===== src/rtl/i2c_pkg.sv =====
`default_nettype none
// ============================================================================
// Module      : i2c_pkg
// Description : Shared I2C widths, ACK levels, FSM state encoding and helpers.
// Revision    : 1.0 - initial release
// ============================================================================
package i2c_pkg;

    localparam int I2C_ADDR_W = 7;
    localparam int I2C_DATA_W = 8;

    localparam logic ACK  = 1'b0;
    localparam logic NACK = 1'b1;

    localparam int ST_W = 3;
    localparam logic [ST_W-1:0] c_st_idle     = 3'd0;
    localparam logic [ST_W-1:0] c_st_addr     = 3'd1;
    localparam logic [ST_W-1:0] c_st_addr_ack = 3'd2;
    localparam logic [ST_W-1:0] c_st_wr_data  = 3'd3;
    localparam logic [ST_W-1:0] c_st_wr_ack   = 3'd4;
    localparam logic [ST_W-1:0] c_st_rd_data  = 3'd5;
    localparam logic [ST_W-1:0] c_st_rd_ack   = 3'd6;
    localparam logic [ST_W-1:0] c_st_ignore   = 3'd7;

    function automatic logic maj3(input logic [2:0] v);
        return (v[0] & v[1]) | (v[0] & v[2]) | (v[1] & v[2]);
    endfunction

endpackage
`default_nettype wire


===== src/rtl/i2c_bus_sync.sv =====
`default_nettype none
// ============================================================================
// Module      : i2c_bus_sync
// Description : scl/sda synchroniser, optional majority glitch filter
//               (I2C_TARGET_GLITCH_FILTER_EN) and edge/START/STOP detection.
// Revision    : 1.0 - initial release
// ============================================================================
module i2c_bus_sync
    import i2c_pkg::*;
#(
    parameter int SYNC_STAGES = 2
) (
    input  logic clk,
    input  logic reset,
    input  logic i_scl,
    input  logic i_sda,
    output logic o_sda,
    output logic o_scl_rise,
    output logic o_scl_fall,
    output logic o_start,
    output logic o_stop
);

    logic [SYNC_STAGES-1:0] r_scl_sync;
    logic [SYNC_STAGES-1:0] r_sda_sync;
    logic                   w_scl_s;
    logic                   w_sda_s;
    logic                   r_scl_prev;
    logic                   r_sda_prev;

    // Idle bus is high, so reset to 1 to avoid phantom edges after reset.
    always_ff @(posedge clk) begin
        if (!reset) begin
            r_scl_sync <= '1;
            r_sda_sync <= '1;
        end else begin
            r_scl_sync <= {r_scl_sync[SYNC_STAGES-2:0], i_scl};
            r_sda_sync <= {r_sda_sync[SYNC_STAGES-2:0], i_sda};
        end
    end

`ifdef I2C_TARGET_GLITCH_FILTER_EN
    logic [1:0] r_scl_hist;
    logic [1:0] r_sda_hist;
    logic       r_scl_filt;
    logic       r_sda_filt;

    always_ff @(posedge clk) begin
        if (!reset) begin
            r_scl_hist <= 2'b11;
            r_sda_hist <= 2'b11;
            r_scl_filt <= 1'b1;
            r_sda_filt <= 1'b1;
        end else begin
            r_scl_hist <= {r_scl_hist[0], r_scl_sync[SYNC_STAGES-1]};
            r_sda_hist <= {r_sda_hist[0], r_sda_sync[SYNC_STAGES-1]};
            r_scl_filt <= maj3({r_scl_hist, r_scl_sync[SYNC_STAGES-1]});
            r_sda_filt <= maj3({r_sda_hist, r_sda_sync[SYNC_STAGES-1]});
        end
    end

    assign w_scl_s = r_scl_filt;
    assign w_sda_s = r_sda_filt;
`else
    assign w_scl_s = r_scl_sync[SYNC_STAGES-1];
    assign w_sda_s = r_sda_sync[SYNC_STAGES-1];
`endif

    always_ff @(posedge clk) begin
        if (!reset) begin
            r_scl_prev <= 1'b1;
            r_sda_prev <= 1'b1;
        end else begin
            r_scl_prev <= w_scl_s;
            r_sda_prev <= w_sda_s;
        end
    end

    assign o_sda      = w_sda_s;
    assign o_scl_rise = w_scl_s & ~r_scl_prev;
    assign o_scl_fall = ~w_scl_s & r_scl_prev;
    assign o_start    = w_scl_s & r_sda_prev & ~w_sda_s;
    assign o_stop     = w_scl_s & ~r_sda_prev & w_sda_s;

endmodule
`default_nettype wire


===== src/rtl/i2c_target.sv =====
`default_nettype none
// ============================================================================
// Module      : i2c_target
// Description : Oversampling I2C target: address match, ACK, byte write
//               capture and byte read serialisation. Optional glitch filter
//               via I2C_TARGET_GLITCH_FILTER_EN.
// Revision    : 1.0 - initial release
// ============================================================================
module i2c_target
    import i2c_pkg::*;
#(
    parameter logic [I2C_ADDR_W-1:0] TARGET_ADDR = 7'h52,
    parameter int                    SYNC_STAGES = 2
) (
    input  logic                  clk,
    input  logic                  reset,
    input  logic                  scl_in,
    input  logic                  sda_in,
    output logic                  sda_out,
    input  logic [I2C_DATA_W-1:0] tx_data,
    output logic                  tx_load,
    output logic [I2C_DATA_W-1:0] rx_data,
    output logic                  rx_valid,
    output logic                  addr_match,
    output logic                  busy
);

    logic w_sda;
    logic w_scl_rise;
    logic w_scl_fall;
    logic w_start;
    logic w_stop;

    i2c_bus_sync #(
        .SYNC_STAGES (SYNC_STAGES)
    ) u_bus_sync (
        .clk        (clk),
        .reset      (reset),
        .i_scl      (scl_in),
        .i_sda      (sda_in),
        .o_sda      (w_sda),
        .o_scl_rise (w_scl_rise),
        .o_scl_fall (w_scl_fall),
        .o_start    (w_start),
        .o_stop     (w_stop)
    );

    logic [ST_W-1:0]       r_state,    w_state_nxt;
    logic [3:0]            r_cnt,      w_cnt_nxt;
    logic [I2C_DATA_W-1:0] r_shift,    w_shift_nxt;
    logic [I2C_DATA_W-1:0] r_rx_data,  w_rx_data_nxt;
    logic                  r_sda_out,  w_sda_out_nxt;
    logic                  r_rx_valid, w_rx_valid_nxt;
    logic                  r_tx_load,  w_tx_load_nxt;
    logic                  r_am,       w_am_nxt;
    logic                  r_busy,     w_busy_nxt;
    logic                  r_rw,       w_rw_nxt;
    logic                  r_phase,    w_phase_nxt;
    logic [I2C_DATA_W-1:0] w_shift_in;

    assign w_shift_in = {r_shift[I2C_DATA_W-2:0], w_sda};

    always_ff @(posedge clk) begin
        if (!reset) begin
            r_state    <= c_st_idle;
            r_cnt      <= 4'd0;
            r_shift    <= '0;
            r_rx_data  <= '0;
            r_sda_out  <= 1'b1;
            r_rx_valid <= 1'b0;
            r_tx_load  <= 1'b0;
            r_am       <= 1'b0;
            r_busy     <= 1'b0;
            r_rw       <= 1'b0;
            r_phase    <= 1'b0;
        end else begin
            r_state    <= w_state_nxt;
            r_cnt      <= w_cnt_nxt;
            r_shift    <= w_shift_nxt;
            r_rx_data  <= w_rx_data_nxt;
            r_sda_out  <= w_sda_out_nxt;
            r_rx_valid <= w_rx_valid_nxt;
            r_tx_load  <= w_tx_load_nxt;
            r_am       <= w_am_nxt;
            r_busy     <= w_busy_nxt;
            r_rw       <= w_rw_nxt;
            r_phase    <= w_phase_nxt;
        end
    end

    always_comb begin
        w_state_nxt    = r_state;
        w_cnt_nxt      = r_cnt;
        w_shift_nxt    = r_shift;
        w_rx_data_nxt  = r_rx_data;
        w_sda_out_nxt  = r_sda_out;
        w_rx_valid_nxt = 1'b0;
        w_tx_load_nxt  = 1'b0;
        w_am_nxt       = r_am;
        w_busy_nxt     = r_busy;
        w_rw_nxt       = r_rw;
        w_phase_nxt    = r_phase;

        if (w_start) begin
            w_state_nxt   = c_st_addr;
            w_cnt_nxt     = 4'd0;
            w_sda_out_nxt = 1'b1;
            w_am_nxt      = 1'b0;
            w_busy_nxt    = 1'b1;
            w_phase_nxt   = 1'b0;
        end else if (w_stop) begin
            w_state_nxt   = c_st_idle;
            w_cnt_nxt     = 4'd0;
            w_sda_out_nxt = 1'b1;
            w_am_nxt      = 1'b0;
            w_busy_nxt    = 1'b0;
            w_phase_nxt   = 1'b0;
        end else begin
            case (r_state)
                c_st_idle: begin
                end
                c_st_addr: begin
                    if (w_scl_rise) begin
                        w_shift_nxt = w_shift_in;
                        if (r_cnt == 4'd7) begin
                            w_cnt_nxt = 4'd0;
                            w_rw_nxt  = w_shift_in[0];
                            if (w_shift_in[I2C_DATA_W-1:1] == TARGET_ADDR) begin
                                w_state_nxt = c_st_addr_ack;
                                w_phase_nxt = 1'b0;
                            end else begin
                                w_state_nxt = c_st_ignore;
                            end
                        end else begin
                            w_cnt_nxt = r_cnt + 4'd1;
                        end
                    end
                end
                // phase 0: pull low on the fall ending bit 8; phase 1: release on the fall ending bit 9
                c_st_addr_ack, c_st_wr_ack: begin
                    if (w_scl_fall) begin
                        if (!r_phase) begin
                            w_sda_out_nxt = ACK;
                            w_am_nxt      = 1'b1;
                            w_phase_nxt   = 1'b1;
                        end else begin
                            w_phase_nxt   = 1'b0;
                            w_sda_out_nxt = 1'b1;
                            w_cnt_nxt     = 4'd0;
                            if (r_state == c_st_wr_ack || !r_rw) begin
                                w_state_nxt = c_st_wr_data;
                            end else begin
                                w_state_nxt   = c_st_rd_data;
                                w_shift_nxt   = {tx_data[I2C_DATA_W-2:0], 1'b0};
                                w_sda_out_nxt = tx_data[I2C_DATA_W-1];
                                w_tx_load_nxt = 1'b1;
                                w_cnt_nxt     = 4'd1;
                            end
                        end
                    end
                end
                c_st_wr_data: begin
                    if (w_scl_rise) begin
                        w_shift_nxt = w_shift_in;
                        if (r_cnt == 4'd7) begin
                            w_rx_data_nxt  = w_shift_in;
                            w_rx_valid_nxt = 1'b1;
                            w_state_nxt    = c_st_wr_ack;
                            w_phase_nxt    = 1'b0;
                            w_cnt_nxt      = 4'd0;
                        end else begin
                            w_cnt_nxt = r_cnt + 4'd1;
                        end
                    end
                end
                c_st_rd_data: begin
                    if (w_scl_fall) begin
                        if (r_cnt == 4'd8) begin
                            w_sda_out_nxt = 1'b1;
                            w_state_nxt   = c_st_rd_ack;
                            w_phase_nxt   = 1'b0;
                            w_cnt_nxt     = 4'd0;
                        end else begin
                            w_sda_out_nxt = r_shift[I2C_DATA_W-1];
                            w_shift_nxt   = {r_shift[I2C_DATA_W-2:0], 1'b0};
                            w_cnt_nxt     = r_cnt + 4'd1;
                        end
                    end
                end
                c_st_rd_ack: begin
                    if (w_scl_rise) begin
                        if (w_sda == ACK) begin
                            w_phase_nxt = 1'b1;
                        end else begin
                            w_state_nxt   = c_st_ignore;
                            w_sda_out_nxt = 1'b1;
                        end
                    end else if (w_scl_fall && r_phase) begin
                        w_phase_nxt   = 1'b0;
                        w_state_nxt   = c_st_rd_data;
                        w_shift_nxt   = {tx_data[I2C_DATA_W-2:0], 1'b0};
                        w_sda_out_nxt = tx_data[I2C_DATA_W-1];
                        w_tx_load_nxt = 1'b1;
                        w_cnt_nxt     = 4'd1;
                    end
                end
                c_st_ignore: begin
                    w_sda_out_nxt = 1'b1;
                end
                default: begin
                    w_state_nxt   = c_st_idle;
                    w_sda_out_nxt = 1'b1;
                end
            endcase
        end
    end

    assign sda_out    = r_sda_out;
    assign tx_load    = r_tx_load;
    assign rx_data    = r_rx_data;
    assign rx_valid   = r_rx_valid;
    assign addr_match = r_am;
    assign busy       = r_busy;

endmodule
`default_nettype wire


===== config.mk =====
export PLATFORM = sky130hd
export DESIGN_NAME = i2c_target
export DESIGN_NICKNAME = d
export VERILOG_FILES = /design/src/rtl/i2c_pkg.sv /design/src/rtl/i2c_bus_sync.sv /design/src/rtl/i2c_target.sv
export SDC_FILE = /design/constraint.sdc
export NUM_CORES = 1
export LEC_CHECK = 0
export ABC_CLOCK_PERIOD_IN_PS = 4800
export CELL_PAD_IN_SITES_DETAIL_PLACEMENT = 1
export CELL_PAD_IN_SITES_GLOBAL_PLACEMENT = 1
export CORE_MARGIN = 2
export CORE_UTILIZATION = 27
export CTS_CLUSTER_SIZE = 10
export DETAILED_ROUTE_END_ITERATION = 8
export GPL_TIMING_DRIVEN = 0
export PLACE_DENSITY_LB_ADDON = 0.1
export SKIP_CTS_REPAIR_TIMING = 1
export SKIP_LAST_GASP = 1
export SLEW_MARGIN = 0
export SYNTH_ARGS = -nofsm -noshare
export SYNTH_HDL_FRONTEND = slang
export SYNTH_SLANG_ARGS = --single-unit

===== constraint.sdc =====
create_clock -name clk -period 4.8 [get_ports clk]
set_input_delay 1.2 -clock clk [delete_from_list [all_inputs] [get_ports clk]]
set_output_delay 1.2 -clock clk [all_outputs]
set_load 0.02 [all_outputs]

==> results.json, run 1 <==
{
  "status": "finished clean",
  "die_h_um": 91.8,
  "grt_max_degree": 13,
  "antenna_left": 0,
  "rsz0062_at_grt": "false",
  "yosys_warnings": 0,
  "path_buf_inv": 1,
  "yosysUniqueCellTypes": 60,
  "yosys_register_bits": 36,
  "pre_cts_slack_ns": 2.11,
  "htreeDepth": 2,
  "drc": 0,
  "final.period_utilization": 0.513,
  "ys_async_sr_fraction": 0,
  "diodes": 0,
  "final_common_cell": "dfxtp_1",
  "timing.rr.start": "r_cnt[0]",
  "antenna_found_initial": 0,
  "hold_viol_final": 0,
  "syn_avg_cell_area_um2": 9.67,
  "criticalPathCategory": "reg -> out",
  "p_per_area_nw_per_um2": 348,
  "yosysTopAreaCellShare": 0.347,
  "grt_pass1_wl_mm": 9.10,
  "yosysSeqAreaShare": 0.347,
  "drt_iter0_markers": 71,
  "drv_slew": 0,
  "rows": 32,
  "final_cell_mix": "36 x dfxtp_1, 24 x clkdlybuf4s50_1, 19 x mux2i_1, 16 x nand2_1, 13 x nor2b_1",
  "arrival_ns": 1.26,
  "setup_slack_ns": 2.34,
  "syn_nets": 229,
  "p_leak_nw": 0.939,
  "io_buffers": 24,
  "ir_drop_uv": 107,
  "cts_tree": "done",
  "r2r_end": "r_state[1]",
  "clkSinkCount": 36,
  "start_util": 0.273,
  "setup_viol": 0,
  "cp_max_fo": 2,
  "n_fill_cell": 901,
  "worstPathCellList": "clkdlybuf4s50_1",
  "routabilityCongestion": 0.765,
  "cts-buffers-inserted": 5,
  "post_route_cells_drive_above_1_share": 0.158,
  "syn_inst": 215,
  "synth_area_um2": 2080,
  "critPathSlowestCell": "clkdlybuf4s50_1",
  "timing.fmax_ghz": 0.406,
  "clock_skew_ns": 0.00812,
  "grt_pass1_vias": 1720,
  "crit_path_start_kind": "flip-flop",
  "worst_slew_pin_slew_ns": 0.702,
  "critical-path-top-delay-family": "buffers and inverters",
  "r2r_setup_slack_ns": 2.85,
  "num_vias": 1683,
  "cp-end-kind": "output pin",
  "fin_nets": 260,
  "fin_crit_ns": 2.46,
  "hp-class": "reg -> reg",
  "required_ns": 3.60,
  "area_growth_pct": 22.0,
  "wl_mm": 5.57,
  "dr.pass1.iters": 4,
  "cap_violations": 0,
  "cts_buffer_depth": 2,
  "track_usage": 0.139,
  "ys.flop_type": "dfxtp_1",
  "core_um2": 7610,
  "die-area_um2": 8420,
  "slowest_delay_ns": 0.61,
  "slew_headroom": 0.529,
  "synth_edf_count": 0,
  "r2r_cells": 6,
  "worst-path-stages": 1,
  "crit_end": "rx_data[0]",
  "place_hpwl_mm": 3.99,
  "fin_hold_ws_ns": 0.414,
  "cts.reportedPaths.clkPinSlew_ns": 0.09,
  "clkLatencyLatePin_ns": 0.30,
  "drt-vias-per-instance": 4.82,
  "root_buffer": "clkbuf_8",
  "synth.top_cells.by_area": "dfxtp_1 35%, mux2i_1 9.1%, nor2b_1 3.9%",
  "grt_overflow_total": 0,
  "fin_setup_tns_ns": 0,
  "fp.dieW_um": 91.8,
  "crit_start": "rx_data[0]",
  "wire_per_inst_um": 15.9,
  "num_io_pins": 25,
  "synth_top_area_cell": "dfxtp_1"
}
logic make-up (layout without fill, tap and decap cells):
| group | after synthesis | count (layout) | share of synthesized area |
|---|---|---|---|
| AND/OR/NAND/NOR | 88 | 88 | 0.285 |
| XOR/XNOR | 2 | 2 | 0.0120 |
| buffers and inverters | 18 | 50 | 0.0608 |
| flip-flops | 36 | 36 | 0.347 |
| multiplexers | 19 | 19 | 0.0915 |
| adder cells (fa/ha/maj) | 2 | 2 | 0.0120 |
| AO/OA/AOI/OAI | 50 | 50 | 0.192 |
flip-flops by register name, indices dropped and copies added, names as in the netlist, 2 cells and up:
| signal | flops |
|---|---|
| rx_data | 8 |
| u_bus_sync.r_scl_sync | 2 |
| r_cnt | 4 |
| r_state | 3 |
| r_shift | 8 |
| u_bus_sync.r_sda_sync | 2 |
layout make-up:
| class | count | area (µm²) | share of cell area |
|---|---|---|---|
| Multi-Input combinational cell | 161 | 1230 | 0.486 |
| Inverter | 4 | 15.0 | 0.00592 |
| Buffer | 14 | 111 | 0.0439 |
| Sequential cell | 36 | 721 | 0.284 |
| Clock buffer | 6 | 72.6 | 0.0286 |
| Clock inverter | 2 | 16.3 | 0.00641 |
| Timing Repair Buffer | 24 | 240 | 0.0947 |
| Tap cell | 102 | 128 | 0.0503 |
stage by stage:
step	cells	instance area (µm²)	util	total power, mW
floorplan	215	2080	-	0.582
global placement	341	2450	0.322	0.662
detailed placement	341	2450	0.322	0.663
CTS	349	2540	0.333	0.898
global route	349	2540	0.333	0.939
finish	349	2540	0.333	0.882
power by group:
group,leakage (nW),switching (mW),internal [mW]
combinational,0.606,0.177,0.149
sequential,0.292,0.0149,0.312
clock,0.0414,0.126,0.103
how the worst min path moves through the flow:
| stage | startpoint | end | slack [ns] | depth (start not counted) |
|---|---|---|---|---|
| after floorplan | u_bus_sync.r_scl_sync[0] | u_bus_sync.r_scl_sync[1] | 0.39 | 1 |
| after global placement | u_bus_sync.r_sda_sync[0] | u_bus_sync.r_sda_sync[1] | 0.39 | 1 |
| after detailed placement | u_bus_sync.r_scl_sync[0] | u_bus_sync.r_scl_sync[1] | 0.40 | 1 |
| after CTS | u_bus_sync.r_sda_sync[0] | u_bus_sync.r_sda_sync[1] | 0.42 | 1 |
| after global routing | u_bus_sync.r_sda_sync[0] | u_bus_sync.r_sda_sync[1] | 0.45 | 1 |
| final | u_bus_sync.r_sda_sync[0] | u_bus_sync.r_sda_sync[1] | 0.41 | 1 |
routing by layer:
layer,part of all wire,global-route usage,up-vias
li1,-,-,838
met1,0.51,0.190,807
met2,0.45,0.224,32
met3,0.024,0.0222,6
met4,0.014,0.0448,0
met5,0,0,-
cells in the mapped netlist, drive strengths merged, types with 7 or more instances:
cell and n:
o21ai 9, buf 12, o211a 7, mux2i 19, nor2b 15, nor2 9, dfxtp 36, nand2b 10
a21oi 13, nand3 8, nand2 16
Note: power is estimated with default switching activity, not from simulation.
==> inputs of run 2 (changes only) <==
- ABC_CLOCK_PERIOD_IN_PS: 4800 -> 2200
- clock period: 4.8 -> 2.2 ns (I/O delays scaled with it)
==> results of run 2 <==
Same layout as run 1 (identical final DEF). Status: finished clean.
Among the figures that moved: setup slack after placement 2.11 ns -> 0.162 ns; setup slack after layout 2.34 ns -> 0.245 ns; start point of the critical path rx_data[0] -> r_cnt[0]; end point of the critical path rx_data[0] -> r_state[1]; register-to-register setup slack 2.85 ns -> 0.25 ns; total power 0.882 mW -> 1.93 mW; worst IR drop on VDD 107 µV -> 233 µV
==> inputs of run 3 (changes only) <==
- ABC_CLOCK_PERIOD_IN_PS: 2200 -> 2100
- clock period: 2.2 -> 2.1 ns (I/O delays scaled with it)
==> results of run 3 <==
Same layout as run 1 (identical final DEF). Status: finished clean.
Among the figures that moved: setup slack after placement 2.11 ns -> 0.0874 ns; setup slack after layout 2.34 ns -> 0.145 ns; start point of the critical path rx_data[0] -> r_cnt[0]; end point of the critical path rx_data[0] -> r_state[1]; register-to-register setup slack 2.85 ns -> 0.15 ns; total power 0.882 mW -> 2.02 mW; worst IR drop on VDD 107 µV -> 244 µV
